`config.mk`:
```
export PLATFORM = sky130hd
export DESIGN_NAME = kernel_load
export DESIGN_NICKNAME = d
export VERILOG_FILES = /design/src/rtl/kernel_load.sv
export SDC_FILE = /design/constraint.sdc
export NUM_CORES = 2
export LEC_CHECK = 0
export CELL_PAD_IN_SITES_DETAIL_PLACEMENT = 1
export CELL_PAD_IN_SITES_GLOBAL_PLACEMENT = 1
export CORE_MARGIN = 1.5
export CORE_UTILIZATION = 44
export DETAILED_ROUTE_END_ITERATION = 10
export GPL_TIMING_DRIVEN = 1
export PLACE_DENSITY_LB_ADDON = 0.15
export SLEW_MARGIN = 20
export SYNTH_ARGS = -nofsm -noshare
export SYNTH_HDL_FRONTEND = slang
export SYNTH_SLANG_ARGS = --single-unit
```
`constraint.sdc`:
```
create_clock -name clk -period 8.1 [get_ports clk]
set_clock_uncertainty 0.1 [all_clocks]
set_input_delay 2.43 -clock clk [delete_from_list [all_inputs] [get_ports clk]]
set_output_delay 2.43 -clock clk [all_outputs]
set_load 0.1 [all_outputs]
```
`src/rtl/kernel_load.sv`:
```
// kernel_load: packs a narrow kernel stream into wide memory words and opens the write window.
// Optional KERNEL_LOAD_STATS_EN adds a saturating count of accepted memory words.
module kernel_load #(
    parameter int GROUP_NB   = 4,
    parameter int KER_WIDTH  = 16,
    parameter int DEPTH_NB   = 16,
    parameter int STR_WIDTH  = 64,
    parameter int MEM_AWIDTH = 16,
    localparam int WIDE      = GROUP_NB * KER_WIDTH * DEPTH_NB
) (
    input  logic                  clk,
    input  logic                  rst,
    input  logic [MEM_AWIDTH-1:0] cfg_len,
    input  logic                  cfg_val,
    output logic                  cfg_rdy,
    input  logic [STR_WIDTH-1:0]  str_data,
    input  logic                  str_val,
    output logic                  str_rdy,
    output logic [MEM_AWIDTH-1:0] wr_cfg_end,
    output logic                  wr_cfg_set,
    output logic [WIDE-1:0]       wr_data,
    output logic                  wr_data_val,
    input  logic                  wr_data_rdy,
`ifdef KERNEL_LOAD_STATS_EN
    output logic [31:0]           stat_words,
`endif
    output logic                  busy
);
    localparam int BEATS = WIDE / STR_WIDTH;
    localparam int BW = (BEATS > 1) ? $clog2(BEATS) : 1;

    typedef enum logic [1:0] {IDLE, OPEN, LOAD, DRAIN} state_t;

    state_t                state_q, state_d;
    logic [MEM_AWIDTH-1:0] end_ptr_q, end_ptr_d;
    logic [MEM_AWIDTH-1:0] len_q, len_d;
    logic [MEM_AWIDTH-1:0] word_q, word_d;
    logic [BW-1:0]         beat_q, beat_d;
    logic [WIDE-1:0]       pack_q, pack_d;
    logic [WIDE-1:0]       out_q, out_d;
    logic                  val_q, val_d;
    logic                  last;

    assign last        = beat_q == BW'(BEATS - 1);
    assign cfg_rdy     = state_q == IDLE;
    assign busy        = state_q != IDLE;
    assign wr_cfg_set  = state_q == OPEN;
    assign wr_cfg_end  = end_ptr_q;
    assign wr_data     = out_q;
    assign wr_data_val = val_q;
    // The final beat of a word is refused only while the previous word is stuck in the out reg.
    assign str_rdy     = state_q == LOAD && !(last && val_q && !wr_data_rdy);

    always_comb begin
        state_d   = state_q;
        end_ptr_d = end_ptr_q;
        len_d     = len_q;
        word_d    = word_q;
        beat_d    = beat_q;
        pack_d    = pack_q;
        out_d     = out_q;
        val_d     = val_q && !wr_data_rdy;
        unique case (state_q)
            IDLE: if (cfg_val) begin
                len_d     = cfg_len;
                end_ptr_d = end_ptr_q + cfg_len;
                word_d    = '0;
                beat_d    = '0;
                state_d   = OPEN;
            end
            OPEN: state_d = LOAD;
            LOAD: if (str_val && str_rdy) begin
                pack_d[beat_q*STR_WIDTH +: STR_WIDTH] = str_data;
                beat_d = last ? '0 : beat_q + 1'b1;
                if (last) begin
                    out_d  = pack_d;
                    val_d  = 1'b1;
                    word_d = word_q + 1'b1;
                    state_d = (word_d == len_q) ? DRAIN : LOAD;
                end
            end
            DRAIN: state_d = (!val_q || wr_data_rdy) ? IDLE : DRAIN;
            default: state_d = IDLE;
        endcase
    end

    always_ff @(posedge clk) begin
        if (rst) begin
            state_q   <= IDLE;
            end_ptr_q <= '0;
            len_q     <= '0;
            word_q    <= '0;
            beat_q    <= '0;
            pack_q    <= '0;
            out_q     <= '0;
            val_q     <= 1'b0;
        end else begin
            state_q   <= state_d;
            end_ptr_q <= end_ptr_d;
            len_q     <= len_d;
            word_q    <= word_d;
            beat_q    <= beat_d;
            pack_q    <= pack_d;
            out_q     <= out_d;
            val_q     <= val_d;
        end
    end

`ifdef KERNEL_LOAD_STATS_EN
    logic [31:0] stat_q, stat_d;

    assign stat_d     = stat_q + ((val_q && wr_data_rdy && stat_q != 32'hFFFF_FFFF) ? 32'd1 : 32'd0);
    assign stat_words = stat_q;

    always_ff @(posedge clk) begin
        if (rst) stat_q <= '0;
        else     stat_q <= stat_d;
    end
`endif
endmodule

```
== Word level (Yosys, flattened, before mapping) ==
Cells that the tools add are included.

* Mux-type cells: 18
* Reductions and logical operators: 18
* Shift-type cells: 2
* Equality and inequality tests: 8
* Add/subtract/negate cells: 4

{| class="wikitable"
|+ Operators by type and width
! cell !! count
|-
| bitwise mux 1024 bit || 1
|-
| variable shift 64 x 34 -> 1024 bit (first input constant) || 1
|-
| variable part select 64 x 34 -> 1024 bit || 1
|-
| 2-to-1 mux 16 bit || 3
|-
| negation 10 -> 34 bit || 1
|-
| one-hot mux 16 bit (2 select lines) || 1
|-
| adder 16 x 1 -> 16 bit (second input constant) || 1
|-
| adder 16 bit || 1
|-
| == test 16 bit || 1
|-
| 2-to-1 mux 4 bit || 3
|-
| AND reduction 3 bit || 3
|-
| 2-to-1 mux 2 bit || 4
|-
| one-hot mux 2 bit (4 select lines) || 1
|-
| one-hot mux 4 bit (2 select lines) || 1
|-
| logical AND 1 bit || 5
|-
| adder 4 x 1 -> 4 bit (second input constant) || 1
|-
| == test 2 bit (second input constant) || 2
|-
| == test 4 bit (second input constant) || 1
|-
| 2-to-1 mux 1 bit || 4
|-
| != test 2 bit (second input constant) || 2
|-
| AND reduction 2 bit || 2
|-
| AND reduction 4 bit || 1
|-
| nonzero test 2 bit || 2
|-
| zero test 1 bit || 3
|-
| other kinds (4) || 4
|}

* Word-level logic and storage cells: 58
* Flip-flop bits (word level): 2103

== Logic depth before layout (Yosys ltp) ==
* Depth in word-level cells: 8
* Mapped depth: 13
* Mapped depth without buffers: 9

== Worst setup path before layout ==
OpenSTA, ideal clock, no wires.

* Path type: input port to output port
* Start point: input port wr_data_rdy
* End point: output port str_rdy
* Setup slack: 2.197 ns
* Arrival time: 3.373 ns
* Stages on the path: 2
* Cell sequence: nor2b_1 > a21oi_2

* Longest elaborated chain between the ends: 4

{| class="wikitable"
|+ Ends and longest elaborated chain
! item !! RTL line !! source
|-
| start, declared || 23 || <nowiki>input logic wr_data_rdy,</nowiki>
|-
| zero test 1 bit || 52 || <nowiki>assign str_rdy = state_q == LOAD && !(last && val_q && !wr_data_rdy);</nowiki>
|-
| logical AND 1 bit || 52 ||
|-
| zero test 1 bit || 52 ||
|-
| logical AND 1 bit || 52 ||
|-
| end, declared || 18 || <nowiki>output logic str_rdy,</nowiki>
|}

Every way passes these cells.

== Worst setup path after layout ==
Same ends and word-level chain as after synthesis.

==> results.toml <==
[sta]
setup_violations = 0
finalCriticalPeriod_ns = 6.12
hold_viol = 0
timing.setup.tns_ns = 0
slew-limit-headroom_pct = 17.6
slew_violations = 0
worst_slew_pin_slew_ns = 1.23
finalCritPeriodShare_pct = 75.6
grt_setup_unrepaired = "false"
fmax_mhz = 163
fin_hold_ws_ns = 0.354

[detailed_routing]
firstDrtPassIters = 5
drcViolationCount = 0
wirelength_mm = 364
viasPerCell = 5.92
wl_per_cell_um = 26.4
route.vias.total = 81614
antenna_left = 0
drtIter0Drc = 6564

[run]
drv_cap = 0

[clock_tree]
cts-root-buf = "clkbuf_16"
cts.sinks = 2103
clk_latency_ns = 0.89
cts_tree = "yes"
holdBufCountCts = 0
post_cts_resized = 0
clkSlewWorstSetupHoldPaths_ns = 0.06
cts_buffers = 218
htreeDepth = 4
clockBufferDepth = 3
cts_setup_buffers = 0

[worst_setup_path]
cp-start-kind = "input port"
required_ns = 5.57
endpoint_kind = "output port"
worst-setup-path-type = "input port to output port"
worstPathArrival_ns = 3.59
path_max_fanout = 3
reg2reg_depth = 9

[logic_synthesis]
syn-num-nets = 10748
yosysMostFrequentCell = "nor2_1"
synth_commonest_cells = "nor2_1 (2399), dfxtp_1 (2103), nand2_1 (1389)"
synth_warnings = 0
synth_area_leaders = "dfxtp_1 (50%), nor2_1 (11%), a211oi_1 (9.4%), a21oi_1 (6.4%), nand2_1 (6.1%)"
synth_top_area_cell = "dfxtp_1"
synth_flop_cell = "dfxtp_1"
syn_inst = 10643
synth_area_mm2 = 0.0848
yosysSeqAreaShare_pct = 49.6
ys_types = 65
synth_top_area_share_pct = 49.6
synthArstFlopShare_pct = 0
synth_edf_count = 0
ys_ff_latch = 2103
synth_area_per_cell_um2 = 7.97

[finish]
num-nets-final = 11184
multi_input_area_mm2 = 0.0385
instances_no_fill = 13794
drive_gt1_share_pct = 6.44
syn_to_final_growth_pct = 22.2
register_area_mm2 = 0.0421
fin_area_mm2 = 0.104
num-fill-cells = 22548

[global_route]
grt_usage_pct = 35.7
grt_overflow = 0
antenna_found_initial = 30
grt_max_degree = 213
first_global_vias = 80685
grt_pass1_wl_mm = 531

[placed_design]
dpl.hpwl_mm = 232
routabilityCongestion = 0.882
io_buffers = 1129
placed_cell_area_mm2 = 0.0962
dp.cells = 13369

[hold_path]
hp-class = "flop to flop"
holdPathStages = 2

[floorplan]
start_util_pct = 44.5
dieArea_mm2 = 0.195
die_h_um = 442
num_rows = 160
die_w_um = 442
core_mm2 = 0.191
ios = 1130

[power]
p_per_area_mw_per_mm2 = 210
ir_worst_vdd_mv = 0.156
finalPower_uw = 21800
p_leak_uw = 0.0344

[outcome]
outcome = "complete, no violations"
==> logic make-up (layout without fill, tap and decap cells) <==
kind of cell,after synthesis,after routing,synth area share [%]
simple gates,4758,4758,23.0
buf+inv,1095,1718,5.41
xor+xnor,31,31,0.320
flops,2103,2103,49.6
other cells,0,17,0
mux,360,360,4.25
compound gates,2276,2276,17.1
fa+ha+maj,20,20,0.304
==> area by class of cell <==
type                       instances  area share (%)
timing repair buffer            1280            12.0
tap                             2511            3.03
multi-input combinational       7445            37.1
clock buffer                     343            6.44
sequential                      2103            40.6
antenna                           17          0.0410
clock inverter                    64           0.724
inverter                          31           0.112
==> worst paths after layout <==
check / from / endpoint / slack (ns)
worst max-delay path: wr_data_rdy / str_rdy / 1.98
worst min-delay path: pack_q[306] / pack_q[306] / 0.35
worst min register to register: pack_q[306] / pack_q[306] / 0.35
worst max register to register: beat_q[1] / wr_data[596] / 2.75
==> worst max-delay path, cell delays in order <==
cell             delay, ns
clkdlybuf4s50_1       0.43
nor2b_1               0.33
a21oi_2               0.13
buf_4                 0.27
==> state kept, by name, summed over array words and instances, names as in the netlist <==
name	cells
wr_cfg_end	16
wr_data	1024
word_q	16
len_q	16
pack_q	1024
state_q	2
beat_q	4
wr_data_val	1
==> layout by cell type (no fill, tap or decap), drive strengths merged, types with 19 or more instances in the layout <==
master / n
mux2i: 359
xnor2: 22
o21ai: 26
nor2: 2407
clkdlybuf4s50: 1006
inv: 38
nand3: 69
a211oi: 1080
clkinv: 45
a311oi: 50
ha: 19
dfxtp: 2103
nand2: 1389
a21oi: 1090
clkbuf: 343
buf: 274
nor3: 669
and3: 136
nor4: 22
==> power breakdown <==
| group | internal, uW | switching, uW |
|---|---|---|
| clock | 6030 | 4400 |
| sequential | 10400 | 33.7 |
| combinational | 201 | 735 |
==> through the flow <==
| stage | setup WS, ns | utilization (%) |
|---|---|---|
| global placement | 2.00 | 50.4 |
| CTS | 1.98 | 54.3 |
| finish | 1.98 | 54.4 |
| global route | 1.93 | 54.3 |
| detailed placement | 1.99 | 50.4 |
| floorplan | 2.20 | - |
==> metal layers <==
metal	GRT usage (%)	wire length, um
met4	29.5	33600
met1	44.1	145000
met5	0	0
met2	55.0	160000
met3	5.81	24300
Note: power is estimated with default switching activity, not from simulation.
